===== config.mk =====
export PLATFORM = sky130hd
export DESIGN_NAME = can_crc_generator
export DESIGN_NICKNAME = d
export VERILOG_FILES = /design/src/rtl/can_crc_generator.sv
export SDC_FILE = /design/constraint.sdc
export NUM_CORES = 1
export LEC_CHECK = 0
export BUFFER_PORTS_ARGS = -buffer_cell sky130_fd_sc_hd__buf_2
export CAP_MARGIN = 20
export CELL_PAD_IN_SITES_DETAIL_PLACEMENT = 0
export CELL_PAD_IN_SITES_GLOBAL_PLACEMENT = 1
export CORE_MARGIN = 5
export CORE_UTILIZATION = 45
export DETAILED_ROUTE_END_ITERATION = 8
export GPL_ROUTABILITY_DRIVEN = 0
export PLACE_DENSITY_LB_ADDON = 0.1
export SLEW_MARGIN = 40
export SYNTH_ARGS = -nofsm -noshare
export SYNTH_HDL_FRONTEND = slang
export SYNTH_SLANG_ARGS = --single-unit

===== constraint.sdc =====
create_clock -name i_clock -period 4.5 [get_ports i_clock]
set_input_delay 0.225 -clock i_clock [delete_from_list [all_inputs] [get_ports i_clock]]
set_output_delay 0.225 -clock i_clock [all_outputs]
set_load 0.03 [all_outputs]

===== src/rtl/can_crc_generator.sv =====
// Transmit-side CAN CRC-15 engine: accumulates the CRC over SOF..data bits at each bit tick,
// then presents the 15 CRC bits MSB-first during the CRC field.
//
// state  | meaning
// IDLE   | cleared, waiting for the first CRC-covered bit
// ACCUM  | stepping the CRC on every covered-field tick
// SEND   | CRC frozen, o_CRC_bit = crc[idx], idx walks 14..0
// DONE   | all 15 CRC bits issued, bus left recessive
module can_crc_generator #(
  parameter int CLKS_PER_BIT = 10
) (
  input  logic        i_clock,
  input  logic        i_reset,
  input  logic [5:0]  i_frame_field,
  input  logic        i_Data,
  output logic        o_CRC_bit,
  output logic        o_CRC_valid,
  output logic        o_CRC_done,
  output logic        o_CRC_err,
  output logic [14:0] o_CRC_value
);

  localparam int CNT_W = (CLKS_PER_BIT > 1) ? $clog2(CLKS_PER_BIT) : 1;

  localparam logic [1:0] ST_IDLE  = 2'd0;
  localparam logic [1:0] ST_ACCUM = 2'd1;
  localparam logic [1:0] ST_SEND  = 2'd2;
  localparam logic [1:0] ST_DONE  = 2'd3;

  localparam logic [5:0]  FIELD_CRC   = 6'd8;
  localparam logic [5:0]  FIELD_CLEAR = 6'd19;
  localparam logic [14:0] CRC_POLY    = 15'h4599;

  logic [CNT_W-1:0] clk_cnt_q, clk_cnt_d;
  logic [14:0]      crc_q, crc_d;
  logic [3:0]       idx_q, idx_d;
  logic [1:0]       state_q, state_d;
  logic             done_q, done_d;
  logic             err_q, err_d;
  logic             tick;
  logic             covered;
  logic             crc_x;

  assign tick    = (clk_cnt_q == CNT_W'(CLKS_PER_BIT - 1));
  assign covered = (i_frame_field <= 6'd7);
  assign crc_x   = i_Data ^ crc_q[14];

  always_comb begin
    clk_cnt_d = tick ? '0 : clk_cnt_q + CNT_W'(1);
    crc_d     = crc_q;
    idx_d     = idx_q;
    state_d   = state_q;
    done_d    = done_q;
    err_d     = err_q;

    if (tick) begin
      if (i_frame_field == FIELD_CLEAR) begin
        state_d = ST_IDLE;
        crc_d   = '0;
        idx_d   = 4'd14;
        done_d  = 1'b0;
        err_d   = 1'b0;
      end else if (covered) begin
        if (state_q == ST_IDLE || state_q == ST_ACCUM) begin
          state_d = ST_ACCUM;
          crc_d   = {crc_q[13:0], 1'b0} ^ (crc_x ? CRC_POLY : 15'h0000);
        end else begin
          err_d = 1'b1;
        end
      end else if (i_frame_field == FIELD_CRC) begin
        case (state_q)
          ST_IDLE: begin
            // CRC field without any covered bits: emit an all-zero CRC and flag it.
            state_d = ST_SEND;
            crc_d   = '0;
            idx_d   = 4'd14;
            err_d   = 1'b1;
          end
          ST_ACCUM: begin
            state_d = ST_SEND;
            idx_d   = 4'd14;
          end
          ST_SEND: begin
            if (idx_q == 4'd0) begin
              state_d = ST_DONE;
              done_d  = 1'b1;
            end else begin
              idx_d = idx_q - 4'd1;
            end
          end
          default: err_d = 1'b1;
        endcase
      end
    end
  end

  always_ff @(posedge i_clock) begin
    if (i_reset) begin
      clk_cnt_q <= '0;
      crc_q     <= '0;
      idx_q     <= 4'd14;
      state_q   <= ST_IDLE;
      done_q    <= 1'b0;
      err_q     <= 1'b0;
    end else begin
      clk_cnt_q <= clk_cnt_d;
      crc_q     <= crc_d;
      idx_q     <= idx_d;
      state_q   <= state_d;
      done_q    <= done_d;
      err_q     <= err_d;
    end
  end

  assign o_CRC_bit   = (state_q == ST_SEND) ? crc_q[idx_q] : 1'b1;
  assign o_CRC_valid = (state_q == ST_SEND);
  assign o_CRC_done  = done_q;
  assign o_CRC_err   = err_q;
  assign o_CRC_value = crc_q;

endmodule


==> results.tsv <==
metric	value	unit
status	completed	
die height	71.5	µm
die area	0.00511	mm²
Inserted Clock Buffers	3	
initial DRC count	102	
Crit path depth	6	
post-synth cell types	48	
Fin Hold WS	365	ps
largest net degree at the start of global routing	26	
worst path bufs/invs	1	
compound-gate portion of the synthesized area	15.2	%
Design Power	0.428	mW
mux contribution to synthesized area	13.4	%
Starting Density	46.4	%
# IOs	28	
via count	1448	
class of the worst hold path	in2reg	
postcts setup bufs	0	
Layout fillers	359	
hold depth	2	
yosys warns	0	
final worst setup slack	2000	ps
Crit path arrival time	2640	ps
Crit-path slowest cell	nor4bb_1	
FF-to-FF path depth	6	
Synth Instances	185	
CTS tree	yes	
Clk pwr share	33.0	%
Top FF cell, synth	dfxtp_1	
cts hold-fix bufs	0	
worst-path fanout max	6	
xor-xnor portion of the synthesized cell area	4.64	%
Final Skew	6.15	ps
Int Power	0.321	mW
drt pass-1 iters	4	
first-pass GRT wire length	6700	µm
met2 wire len	1900	µm
clk sinks	27	
setup violators final	0	
Post-Synthesis Cell Area	0.00170	mm²
post-cts resize count	0	
Max Used Layer	met4	
Metal-1 WL	1800	µm
Tot GR Track Use	16.2	%
root buffer cell	clkbuf_8	
dpl ws	2040	ps
Reg power frac	58.1	%
DRC Markers	0	
crit start category	flop	
metal3 WL	183	µm
Crit Path Category	reg2reg	
Avg Synthesized Cell Area	9.19	µm²
P&R area growth vs syn	12.2	%
vias per inst	5.63	
syn_nets	201	
Comb pwr share	8.8	%
WL final	3930	µm
net switching power	0.107	mW
CP peak stage delay	720	ps
largest family of logic cells by synthesized area	simple AND/OR/NAND/NOR gates	
CTS max path bufs	2	
PwrDens	224	mW/mm²
Fmax	401	MHz
IO Port Bufs	27	
initial antenna violation count	0	
Reg area	541	µm²
slew margin rel.	47.7	%
Overflow after GRT	0	
final cell area excluding filler cells	0.00191	mm²
FF+latch count, synth	27	
worst skew pair latency	280	ps
final hold viol count	0	
core area	0.00366	mm²
Post-Synth Adder-Cell Area	5.15	%
share of cells above drive strength 1	20.6	%
vias in the first global route	1396	
Sw Ratio	24.9	%
Post-synth EDFFs	0	
Worst EP required	4640	ps
nets	226	
Synth Area in Simple Gates	25.0	%
MaxCap Viol Count	0	
Multi-input gate area	0.00108	mm²
max-slew violations	0	
CP endpoint kind	flop	
RSZ-0062 raised after global routing	false	
ant diodes	0	
Min Clock Period, post-route	2500	ps
Antenna Nets Post-Route	0	
TNS Setup	0	ps
cell breakdown of the critical path	inv_1 -> ha_1 -> nor4bb_1 -> nor4_1 -> a221oi_1 -> o31ai_1	
Peak VDD IR	0.105	mV
final worst-path cycle share	55.5	%
P_leak	0.695	nW
DP Area	0.00186	mm²
Seq/Total Area, Yosys	31.8	%
Die X	71.5	µm
DP HPWL	3010	µm
Rows	22	
crit-path leading delay family	simple AND/OR/NAND/NOR gates	
H-tree Lvls	1	
drt wl/cell	15.3	µm
clk slew on worst S/H paths	100	ps
Post-synth ARST share	0	%
pin slew with the least headroom to its limit	773	ps
[layout by cell type (no fill, tap or decap), types with 2 or more instances in the layout]
cell,netlist,layout
buf_2,2,27
a211oi_1,3,3
o31ai_1,2,2
nand3b_1,2,2
nor3_1,2,2
nor2_1,13,12
a221oi_1,2,2
xnor2_1,9,9
nand2b_1,15,15
clkbuf_8,0,3
nor2b_1,3,3
nor4bb_1,3,3
dfxtp_1,27,27
o21ai_0,4,4
inv_1,7,7
mux4_2,3,3
ha_1,7,7
nor4_1,3,3
or3_1,3,3
a31oi_1,2,2
o41ai_1,2,2
or2_1,2,2
a21oi_1,4,4
o211ai_1,4,4
nand2_1,18,18
mux2i_1,16,16
[cells by family (layout without fill, tap and decap cells)]
| kind of cell | Yosys count | count (layout) |
|---|---|---|
| mux | 19 | 19 |
| xor+xnor | 9 | 9 |
| compound gates | 33 | 33 |
| buf+inv | 16 | 40 |
| fa+ha+maj | 7 | 7 |
| flops | 27 | 27 |
| simple gates | 74 | 74 |
[power groups by stage]
stage	registers [mW]	clock network [mW]	logic (mW)
finish	0.249	0.141	0.0379
global route	0.250	0.153	0.0423
CTS	0.249	0.145	0.0383
detailed placement	0.255	0	0.0382
global placement	0.254	0	0.0371
floorplan	0.253	0	0.0280
[through the flow]
step                      utilization, %  cells
after global routing                52.1    257
after global placement              50.3    251
after floorplan                        -    185
after detailed placement            50.9    253
after CTS                           52.1    257
final                               52.1    257
[registers in the layout, summed over array words and instances (netlist names)]
| register | count |
|---|---|
| clk_cnt_q | 4 |
| o_CRC_done | 1 |
| idx_q | 4 |
| state_q | 2 |
| o_CRC_err | 1 |
| o_CRC_value | 15 |
[final timing paths]
check                 endpoint          from  slack, ps
setup / recovery      idx_q[3]    state_q[0]       2000
setup reg to reg      idx_q[3]    state_q[0]       2000
hold reg to reg   clk_cnt_q[0]  clk_cnt_q[0]        480
hold / removal    clk_cnt_q[3]       i_reset        370
[layout make-up]
| class | count | area share (%) |
|---|---|---|
| clock buffer | 3 | 2.16 |
| inverter | 7 | 1.38 |
| clock inverter | 1 | 0.262 |
| sequential | 27 | 28.3 |
| multi-input combinational | 142 | 56.7 |
| tap | 48 | 3.15 |
| timing repair buffer | 29 | 8.07 |
[cells in the mapped netlist, types with 2 or more instances]
library cell	number	area, µm²
a211oi_1	3	22.5
a21oi_1	4	20.0
a221oi_1	2	17.5
a31oi_1	2	12.5
buf_2	2	10.0
clkbuf_1	5	18.8
dfxtp_1	27	541
ha_1	7	87.6
inv_1	7	26.3
mux2i_1	16	160
mux4_2	3	67.6
nand2_1	18	67.6
nand2b_1	15	93.8
nand3b_1	2	15.0
nor2_1	13	48.8
nor2b_1	3	18.8
nor3_1	2	10.0
nor4_1	3	18.8
nor4bb_1	3	30.0
o211ai_1	4	30.0
o21ai_0	4	20.0
o31ai_1	2	15.0
o41ai_1	2	17.5
or2_1	2	12.5
or3_1	3	18.8
xnor2_1	9	78.8
[layer usage]
metal	track usage, %	up-vias
li1	-	719
met1	21.5	688
met2	27.2	37
met3	2.38	4
met4	4.80	0
met5	0	-
Note: power is estimated with default switching activity, not from simulation.
